File: src/rtl/pipe_hazard_ctrl_if.sv
// Hazard-controller bus: hazard sources from the pipeline in, per-register stall/flush and PC redirect out.
// master = pipeline side, slave = the hazard controller.
interface pipe_hazard_ctrl_if #(
  parameter int WORD = 32
);
  // Hazard sources
  logic            dcache_busy;
  logic            icache_busy;
  logic            icache_ready;
  logic            ex_mispredict;
  logic [WORD-1:0] ex_target;
  logic            id_pre_taken;
  logic [WORD-1:0] id_pre_target;
  logic            ex_is_load;
  logic [4:0]      ex_rd;
  logic [4:0]      id_rs1;
  logic [4:0]      id_rs2;
  logic            id_rs1_used;
  logic            id_rs2_used;

  // Pipeline controls
  logic            pc_stall;
  logic            redirect_valid;
  logic [WORD-1:0] redirect_target;
  logic            if1_id_stall;
  logic            if1_id_flush;
  logic            id_ex_stall;
  logic            id_ex_flush;
  logic            ex_mem_stall;
  logic            icache_cancel;

  modport master (
    output dcache_busy, icache_busy, icache_ready,
    output ex_mispredict, ex_target, id_pre_taken, id_pre_target,
    output ex_is_load, ex_rd, id_rs1, id_rs2, id_rs1_used, id_rs2_used,
    input  pc_stall, redirect_valid, redirect_target,
    input  if1_id_stall, if1_id_flush, id_ex_stall, id_ex_flush,
    input  ex_mem_stall, icache_cancel
  );

  modport slave (
    input  dcache_busy, icache_busy, icache_ready,
    input  ex_mispredict, ex_target, id_pre_taken, id_pre_target,
    input  ex_is_load, ex_rd, id_rs1, id_rs2, id_rs1_used, id_rs2_used,
    output pc_stall, redirect_valid, redirect_target,
    output if1_id_stall, if1_id_flush, id_ex_stall, id_ex_flush,
    output ex_mem_stall, icache_cancel
  );
endinterface

File: src/rtl/pipe_hazard_ctrl.sv
// Central stall/flush scheduler for PC, IF1_ID, ID_EX and EX_MEM.
// Controls are combinational from state and inputs; state tracks deferred redirects, stale fetches and load-use bubbles.
module pipe_hazard_ctrl #(
  parameter int WORD             = 32,
  parameter int LOAD_USE_BUBBLES = 1
) (
  input  logic               clk,
  input  logic               rst,
  pipe_hazard_ctrl_if.slave  bus
);

  typedef enum logic [1:0] {
    RUN        = 2'd0,
    HOLD_REDIR = 2'd1,
    DROP_FETCH = 2'd2
  } state_t;

  localparam logic [1:0] BUB_INIT = 2'(LOAD_USE_BUBBLES - 1);

  state_t          st;
  logic [WORD-1:0] redir_q;
  logic [1:0]      bub_cnt;

  logic hz;
  logic bub_active;
  logic stale_ready;

  always_comb begin
    hz = bus.ex_is_load && (bus.ex_rd != 5'd0) &&
         ((bus.id_rs1_used && (bus.id_rs1 == bus.ex_rd)) ||
          (bus.id_rs2_used && (bus.id_rs2 == bus.ex_rd)));
    bub_active  = hz || (bub_cnt != 2'd0);
    stale_ready = (st == DROP_FETCH) && bus.icache_ready;
  end

  // Control outputs: one priority chain so a register never sees stall and flush together.
  always_comb begin
    // NOTE: every output gets a default first so no path through the chain can infer a latch.
    bus.pc_stall        = 1'b0;
    bus.redirect_valid  = 1'b0;
    bus.redirect_target = '0;
    bus.if1_id_stall    = 1'b0;
    bus.if1_id_flush    = 1'b0;
    bus.id_ex_stall     = 1'b0;
    bus.id_ex_flush     = 1'b0;
    bus.ex_mem_stall    = 1'b0;
    bus.icache_cancel   = 1'b0;

    if (rst) begin
      bus.if1_id_flush = 1'b1;
      bus.id_ex_flush  = 1'b1;
    end else if (bus.dcache_busy) begin
      bus.pc_stall     = 1'b1;
      bus.if1_id_stall = 1'b1;
      bus.id_ex_stall  = 1'b1;
      bus.ex_mem_stall = 1'b1;
    end else if (st == HOLD_REDIR) begin
      bus.redirect_valid  = 1'b1;
      bus.redirect_target = redir_q;
      bus.if1_id_flush    = 1'b1;
      bus.id_ex_flush     = 1'b1;
      bus.icache_cancel   = bus.icache_busy;
    end else if (bus.ex_mispredict) begin
      bus.redirect_valid  = 1'b1;
      bus.redirect_target = bus.ex_target;
      bus.if1_id_flush    = 1'b1;
      bus.id_ex_flush     = 1'b1;
      bus.icache_cancel   = bus.icache_busy;
    end else if (bub_active) begin
      bus.pc_stall     = 1'b1;
      bus.if1_id_stall = 1'b1;
      bus.id_ex_flush  = 1'b1;
    end else if (bus.id_pre_taken) begin
      bus.redirect_valid  = 1'b1;
      bus.redirect_target = bus.id_pre_target;
      bus.if1_id_flush    = 1'b1;
      bus.icache_cancel   = bus.icache_busy;
    end else if (stale_ready) begin
      // Response to a cancelled fetch: discard it and let the PC move on.
      bus.if1_id_flush = 1'b1;
    end else if (bus.icache_busy) begin
      bus.pc_stall     = 1'b1;
      bus.if1_id_flush = 1'b1;
    end
  end

  // State follows the same priority order as the outputs.
  always_ff @(posedge clk or posedge rst) begin
    // NOTE: sequential state uses non-blocking assignments so every register samples pre-edge values.
    if (rst) begin
      st      <= RUN;
      redir_q <= '0;
      bub_cnt <= 2'd0;
    end else if (bus.dcache_busy) begin
      // Older branch wins: the target is captured only on entry to HOLD_REDIR.
      if (bus.ex_mispredict && (st != HOLD_REDIR)) begin
        redir_q <= bus.ex_target;
        st      <= HOLD_REDIR;
      end
    end else if ((st == HOLD_REDIR) || bus.ex_mispredict) begin
      bub_cnt <= 2'd0;
      st      <= bus.icache_busy ? DROP_FETCH : RUN;
    end else if (bub_active) begin
      if (hz && (bub_cnt == 2'd0)) begin
        bub_cnt <= BUB_INIT;
      end else if (bub_cnt != 2'd0) begin
        bub_cnt <= bub_cnt - 2'd1;
      end
    end else if (bus.id_pre_taken) begin
      if (bus.icache_busy) begin
        st <= DROP_FETCH;
      end else if (stale_ready) begin
        st <= RUN;
      end
    end else if (stale_ready) begin
      st <= RUN;
    end
  end

endmodule
File: src/flat_wrapper.sv
// flat-port wrapper written by rule: the top's interface ports become plain ports
module pipe_hazard_ctrl_flat 
#(
  parameter int WORD             = 32,
  parameter int LOAD_USE_BUBBLES = 1
)
  (clk, rst, bus_dcache_busy, bus_icache_busy, bus_icache_ready, bus_ex_mispredict, bus_ex_target, bus_id_pre_taken, bus_id_pre_target, bus_ex_is_load, bus_ex_rd, bus_id_rs1, bus_id_rs2, bus_id_rs1_used, bus_id_rs2_used, bus_pc_stall, bus_redirect_valid, bus_redirect_target, bus_if1_id_stall, bus_if1_id_flush, bus_id_ex_stall, bus_id_ex_flush, bus_ex_mem_stall, bus_icache_cancel);
  pipe_hazard_ctrl_if #(.WORD(WORD)) bus_i ();
  input  logic clk;
  input  logic rst;
  input wire logic [$bits(bus_i.dcache_busy)-1:0] bus_dcache_busy;
  input wire logic [$bits(bus_i.icache_busy)-1:0] bus_icache_busy;
  input wire logic [$bits(bus_i.icache_ready)-1:0] bus_icache_ready;
  input wire logic [$bits(bus_i.ex_mispredict)-1:0] bus_ex_mispredict;
  input wire logic [$bits(bus_i.ex_target)-1:0] bus_ex_target;
  input wire logic [$bits(bus_i.id_pre_taken)-1:0] bus_id_pre_taken;
  input wire logic [$bits(bus_i.id_pre_target)-1:0] bus_id_pre_target;
  input wire logic [$bits(bus_i.ex_is_load)-1:0] bus_ex_is_load;
  input wire logic [$bits(bus_i.ex_rd)-1:0] bus_ex_rd;
  input wire logic [$bits(bus_i.id_rs1)-1:0] bus_id_rs1;
  input wire logic [$bits(bus_i.id_rs2)-1:0] bus_id_rs2;
  input wire logic [$bits(bus_i.id_rs1_used)-1:0] bus_id_rs1_used;
  input wire logic [$bits(bus_i.id_rs2_used)-1:0] bus_id_rs2_used;
  output wire logic [$bits(bus_i.pc_stall)-1:0] bus_pc_stall;
  output wire logic [$bits(bus_i.redirect_valid)-1:0] bus_redirect_valid;
  output wire logic [$bits(bus_i.redirect_target)-1:0] bus_redirect_target;
  output wire logic [$bits(bus_i.if1_id_stall)-1:0] bus_if1_id_stall;
  output wire logic [$bits(bus_i.if1_id_flush)-1:0] bus_if1_id_flush;
  output wire logic [$bits(bus_i.id_ex_stall)-1:0] bus_id_ex_stall;
  output wire logic [$bits(bus_i.id_ex_flush)-1:0] bus_id_ex_flush;
  output wire logic [$bits(bus_i.ex_mem_stall)-1:0] bus_ex_mem_stall;
  output wire logic [$bits(bus_i.icache_cancel)-1:0] bus_icache_cancel;
  assign bus_i.dcache_busy = bus_dcache_busy;
  assign bus_i.icache_busy = bus_icache_busy;
  assign bus_i.icache_ready = bus_icache_ready;
  assign bus_i.ex_mispredict = bus_ex_mispredict;
  assign bus_i.ex_target = bus_ex_target;
  assign bus_i.id_pre_taken = bus_id_pre_taken;
  assign bus_i.id_pre_target = bus_id_pre_target;
  assign bus_i.ex_is_load = bus_ex_is_load;
  assign bus_i.ex_rd = bus_ex_rd;
  assign bus_i.id_rs1 = bus_id_rs1;
  assign bus_i.id_rs2 = bus_id_rs2;
  assign bus_i.id_rs1_used = bus_id_rs1_used;
  assign bus_i.id_rs2_used = bus_id_rs2_used;
  assign bus_pc_stall = bus_i.pc_stall;
  assign bus_redirect_valid = bus_i.redirect_valid;
  assign bus_redirect_target = bus_i.redirect_target;
  assign bus_if1_id_stall = bus_i.if1_id_stall;
  assign bus_if1_id_flush = bus_i.if1_id_flush;
  assign bus_id_ex_stall = bus_i.id_ex_stall;
  assign bus_id_ex_flush = bus_i.id_ex_flush;
  assign bus_ex_mem_stall = bus_i.ex_mem_stall;
  assign bus_icache_cancel = bus_i.icache_cancel;
  pipe_hazard_ctrl #(.WORD(WORD), .LOAD_USE_BUBBLES(LOAD_USE_BUBBLES)) u_core (.clk(clk), .rst(rst), .bus(bus_i));
endmodule
File: config.mk
export PLATFORM = sky130hd
export DESIGN_NAME = pipe_hazard_ctrl_flat
export DESIGN_NICKNAME = d
export VERILOG_FILES = /design/src/rtl/pipe_hazard_ctrl_if.sv /design/src/rtl/pipe_hazard_ctrl.sv /design/src/flat_wrapper.sv
export SDC_FILE = /design/constraint.sdc
export NUM_CORES = 1
export LEC_CHECK = 0
export BUFFER_PORTS_ARGS = -buffer_cell sky130_fd_sc_hd__buf_2
export CAP_MARGIN = 20
export CORE_AREA = 2 2 81 83
export DETAILED_ROUTE_END_ITERATION = 10
export DIE_AREA = 0 0 83 85
export GPL_TIMING_DRIVEN = 0
export MAX_ROUTING_LAYER = met4
export PLACE_DENSITY_LB_ADDON = 0.25
export SETUP_SLACK_MARGIN = 0.1
export SLEW_MARGIN = 40
export SYNTH_ARGS = -nofsm -noshare
export SYNTH_HDL_FRONTEND = slang
export SYNTH_SLANG_ARGS = --single-unit
File: constraint.sdc
create_clock -name clk -period 3.2 [get_ports clk]
set_input_delay 0.48 -clock clk [delete_from_list [all_inputs] [get_ports clk]]
set_output_delay 0.48 -clock clk [all_outputs]
set_load 0.01 [all_outputs]
; ---- After elaboration in Yosys (flattened, before gate mapping)
; Index checks and enable logic that the tools add are counted.
[op_classes]
add_sub_neg = 1
mul = 0
n_div = 0
order_cmp = 0
n_eq_ne = 7
n_shift = 0
mux = 56
bitwise_logic = 1
n_reduce_logical = 18
[ops]
columns = op, n
row1 = 32-bit two-way mux, 6
row2 = 1-bit two-way mux, 38
row3 = 2-bit two-way mux, 12
row4 = 5-bit equality test, 2
row5 = 1-bit logical AND, 7
row6 = 5-bit nonzero test, 1
row7 = "2-bit by 1-bit inequality test with 1-bit output, second input constant", 2
row8 = 2-bit AND reduction, 2
row9 = 2-bit nonzero test, 2
row10 = 1-bit logical OR, 3
row11 = "3-bit inequality test, second input constant", 1
row12 = 3-bit AND reduction, 1
row13 = 3-bit nonzero test, 1
row14 = "2-bit by 1-bit equality test with 1-bit output, second input constant", 1
row15 = "2-bit equality test, second input constant", 1
row16 = 2-bit logical NOT, 1
row17 = "2-bit by 1-bit subtractor with 2-bit output, second input constant", 1
row18 = 1-bit NOT, 1
[totals]
reg_bits = 36
latch_bits = 0
ramBits = 0
mem_bits_ro = 0
inputBits = 89
output_inout_bits = 40
word_cells = 86
n_memories = 0

; ---- Longest topological paths before layout
[depth]
ltp_word = 10
ltp_mapped = 7
depth_no_buf = 5

; ---- Worst setup path before layout
; Ideal clock, no wire load.
[synth_timing]
kind = input-to-output
from = in bus_ex_rd[1]
to = out bus_if1_id_flush
t_arrival_ns = 1.905
required_ns = 2.720
slack_ns = 0.815
cell_stages = 4
path_buffers = 0
path_cell_list = or4_1 o21a_1 a311o_2 a2bb2oi_1
[synth_via]
elab_chain_cells = 10
elab_cells_between_ends = 14
cone_classes = 2 x eq/ne / 5 x mux / 7 x reduce/logical
[synth_rtl]
columns = item, line
row1 = from (decl), flat_wrapper.sv:19  ; input wire logic [$bits(bus_i.ex_rd)-1:0] bus_ex_rd;
row2 = 5-bit equality test (on tied branches), "pipe_hazard_ctrl.sv:30, pipe_hazard_ctrl.sv:31"
row3 = 1-bit logical AND (on tied branches), "pipe_hazard_ctrl.sv:30, pipe_hazard_ctrl.sv:31"
row4 = 1-bit logical OR, pipe_hazard_ctrl.sv:30  ; ((bus.id_rs1_used && (bus.id_rs1 == bus.ex_rd)) ||
row5 = 1-bit logical AND (*), pipe_hazard_ctrl.sv:29  ; hz = bus.ex_is_load && (bus.ex_rd != 5'd0) &&
row6 = 1-bit logical OR (*), pipe_hazard_ctrl.sv:32  ; bub_active = hz || (bub_cnt != 2'd0);
row7 = 1-bit two-way mux (*), pipe_hazard_ctrl.sv:69  ; end else if (bub_active) begin
row8 = 1-bit two-way mux (*), pipe_hazard_ctrl.sv:63  ; end else if (bus.ex_mispredict) begin
row9 = 1-bit two-way mux (*), pipe_hazard_ctrl.sv:57  ; end else if (st == HOLD_REDIR) begin
row10 = 1-bit two-way mux (*), pipe_hazard_ctrl.sv:52  ; end else if (bus.dcache_busy) begin
row11 = 1-bit two-way mux (*), pipe_hazard_ctrl.sv:49  ; if (rst) begin
row12 = to (decl), flat_wrapper.sv:28  ; output wire logic [$bits(bus_i.if1_id_flush)-1:0] bus_if1_id_flush;
; Mark *: on every way between the ends. The rest lies on a longest branch, timed or not.

; ---- Final worst setup path
[layout_timing]
from = in bus_ex_rd[1]
to = out bus_redirect_target[11]
[layout_via]
elab_chain_cells = 10
elab_cells_between_ends = 14
cone_classes = 2 x eq/ne / 5 x mux / 7 x reduce/logical
[layout_rtl]
columns = item, line
row1 = 5-bit equality test (on tied branches), "pipe_hazard_ctrl.sv:30, pipe_hazard_ctrl.sv:31"
row2 = 1-bit logical AND (on tied branches), "pipe_hazard_ctrl.sv:30, pipe_hazard_ctrl.sv:31"
row3 = 1-bit logical OR, pipe_hazard_ctrl.sv:30
row4 = 1-bit logical AND (*), pipe_hazard_ctrl.sv:29
row5 = 1-bit logical OR (*), pipe_hazard_ctrl.sv:32
row6 = 32-bit two-way mux (*), pipe_hazard_ctrl.sv:69
row7 = 32-bit two-way mux (*), pipe_hazard_ctrl.sv:63
row8 = 32-bit two-way mux (*), pipe_hazard_ctrl.sv:57
row9 = 32-bit two-way mux (*), pipe_hazard_ctrl.sv:52
row10 = 32-bit two-way mux (*), pipe_hazard_ctrl.sv:49
row11 = to (decl), flat_wrapper.sv:26  ; output wire logic [$bits(bus_i.redirect_target)-1:0] bus_redirect_target;
; Marked as above.

==> flow_summary.toml <==
[outcome]
status = "finished clean"

[detailed_routing]
wl_per_cell_um = 15.23
wl_met3_um = 329
wl_met2_um = 3663
top_layer = "met4"
totalWireLength_um = 7053
ant_nets = 0
vias = 2458
drc_errors = 0
drt-met1-wl_um = 3017
viasPerCell = 5.309
drtIter0Drc = 107
drtPass1Iterations = 4

[synthesis]
syn_nets = 340
ys_ff_latch = 36
ys_seq_area_frac = 0.3711
yosysTopAreaCellShare = 0.3711
synth.most_common_cell = "dfrtp_1"
synth_area_um2 = 2427
synth-edff-count = 0
yosys.area.top_type = "dfrtp_1"
async_flop_share = 1.000
synthTopCellsByCount = "dfrtp_1 (36), a21oi_1 (35), and3_1 (33)"
dominantRegCellSynth = "dfrtp_1"
yosys_warnings = 0
avgSynthCellArea_um2 = 9.671
synthTopCellsByArea = "dfrtp_1 (37%), mux2_2 (15%), o2bb2ai_1 (12%), and3_1 (8.5%), a21oi_1 (7.2%)"
synthCells = 251
synth_cell_types = 34

[grt]
grt_overflow = 0
antenna_found_initial = 0
grt_first_pass_wirelength_um = 11790
grt_max_degree = 41
grt_pass1_vias = 2514
grt_usage = 0.2076

[clock_network]
cts_root_buf = "clkbuf_8"
postCtsSetupBuffers = 0
cts_resized = 0
cts_tree = "done"
cts_buffers = 5
hold_buffers = 0
worstSkewPairLatency_ns = 0.28
clk_path_buf_depth = 2
h-tree-depth = 2
clock_sinks = 36
path_clk_slew_ns = 0.07

[timing]
slew-limit-headroom = 0.6709
setup_tns_ns = 0
setup_viol = 0
rsz0062_at_grt = "no"
clock.fmax_ghz = 0.3475
fin_crit_sh = 0.8994
slew_violations = 0
finalCriticalPeriod_ns = 2.878
finalHoldViolations = 0
tightest_slew_ns = 0.4937
finClkSkew_ns = 0.005528

[critical_path]
cp-end-kind = "primary output"
path_depth = 7
rr_worst_depth = 6
cp_slowest_cell = "or4_1"
cp_common_cell = "buf_2"
crit_fanout = 10
required_ns = 2.72
cp-start-kind = "input port"
cp_top_family = "compound AO/OA/AOI/OAI gates"
crit_chain = "buf_2 > or4_1 > o21a_1 > a211oi_4 > buf_6 > o2bb2ai_1 > buf_2"
critPathMaxStageDelay_ns = 0.53
crit_buf_inv = 3
cp.arrival_ns = 2.40
path_class = "input port to primary output"

[power]
switching_share = 0.3010
seqPwrFrac = 0.446
ir_drop_mv = 0.2640
pwr-share-clk = 0.249
power_density_nw_per_um2 = 406.8
power_frac_comb = 0.305
internal_power_w = 0.0009254
leakagePower_nw = 1.589
p_switching_w = 0.0003985

[placed_design]
placed_cell_area_um2 = 3162
io_buffers = 127
gp_congestion = 0.7870
place_hpwl_um = 5352

[floorplan]
start_util = 0.3912
die-width_um = 83
die-area_um2 = 7055
pin_count = 129
die_h_um = 85
core_um2 = 6205
rows = 29

[flow_run]
maxCapViolCount = 0

[cells_and_area]
drive_above_1_share = 0.4663
nets = 474
area_growth_pct = 34.07
n_antenna_cell = 0
final_area_um2 = 3254
nFillCells = 625

[hold_path]
hold_class = "input port to asynchronous set/reset pin"
-- worst register-to-register path: cells and delay by family, from the launching register on --
kind	cells	cell delay, ns
buffers and inverters	3	0.69
flip-flops	1	0.40
multiplexers	1	0.37
AND/OR/NAND/NOR	2	0.35
-- flip-flops by register name, indices dropped and copies added (netlist names) --
register and cells:
u_core.redir_q 32, u_core.bub_cnt 2, u_core.st 2
-- cell families after synthesis --
logic type / Yosys count / share of synthesized area
compound gates: 81 / 0.2381
simple gates: 64 / 0.1479
mux: 33 / 0.1526
flops: 36 / 0.3711
xor+xnor: 10 / 0.03608
buf+inv: 27 / 0.05412
-- placed cells by master (no fill, tap or decap), drive strengths merged --
master / Yosys / final
nor2b: 3 / 3
xnor2: 10 / 10
mux2i: 1 / 1
a211oi: 1 / 1
nand3: 3 / 3
o311a: 1 / 1
clkbuf: 16 / 24
nor3: 1 / 1
nand4: 2 / 2
and2: 1 / 1
o22ai: 2 / 2
nor4: 1 / 1
a311o: 1 / 1
o21ai: 3 / 3
a41oi: 1 / 1
or4: 1 / 1
mux2: 32 / 32
nor2: 7 / 7
nand2: 8 / 8
nand2b: 1 / 1
or2: 3 / 3
o21a: 2 / 2
a31oi: 1 / 1
buf: 8 / 135
dfrtp: 36 / 36
o2bb2ai: 33 / 33
a21oi: 35 / 35
a2bb2oi: 1 / 1
and3: 33 / 33
inv: 3 / 3
-- layout make-up --
cell class,instances,area [um2],area share
well taps,77,96.34,0.02960
plain buffers,24,120.1,0.03691
repair buffers,127,635.6,0.1953
multi-input cells,188,1398,0.4295
flip-flops and latches,36,900.9,0.2768
clock buffers,8,90.09,0.02768
inverters,3,13.76,0.004229
-- metal layers --
metal / track usage / vias to the layer above
met3: 0.03502 / 2
met4: 0.03726 / 0
met1: 0.2632 / 1173
met2: 0.3548 / 70
li1: - / 1213
met5: - / -
-- worst paths after layout --
path	end	start	slack, ns
min	u_core.bub_cnt[0]$_DFFE_PP0P_	rst	0.26
min in group clk	u_core.redir_q[1]$_DFFE_PP0P_	bus_ex_target[1]	0.44
max in group asynchronous	u_core.redir_q[11]$_DFFE_PP0P_	rst	2.58
max	bus_redirect_target[11]	bus_ex_rd[1]	0.32
max reg2reg	u_core.redir_q[28]$_DFFE_PP0P_	u_core.st[1]$_DFFE_PP0P_	1.27
min reg2reg	u_core.redir_q[10]$_DFFE_PP0P_	u_core.redir_q[10]$_DFFE_PP0P_	0.51
-- per-stage QoR --
step                      total power (W)  utilization  hold WS (ns)  setup slack (ns)  std cells
after CTS                        0.001340       0.5241        0.2950            0.2284        463
after detailed placement         0.001006       0.5096        0.4958            0.3498        455
after floorplan                 0.0008470            -        0.4811            0.8146        251
final                            0.001324       0.5245        0.2639            0.3221        463
after global placement          0.0009886       0.5092        0.4893            0.3914        455
after global routing             0.001415       0.5245        0.3172            0.1778        463
-- power by group through the flow --
stage,clock [W],combinational (W),sequential [W]
final,0.000330,0.000404,0.000590
after global routing,0.000362,0.000451,0.000602
after CTS,0.000342,0.000408,0.000590
after detailed placement,0,0.000407,0.000599
after global placement,0,0.000397,0.000592
after floorplan,0,0.000262,0.000585
(Power assumes the default switching activity.)
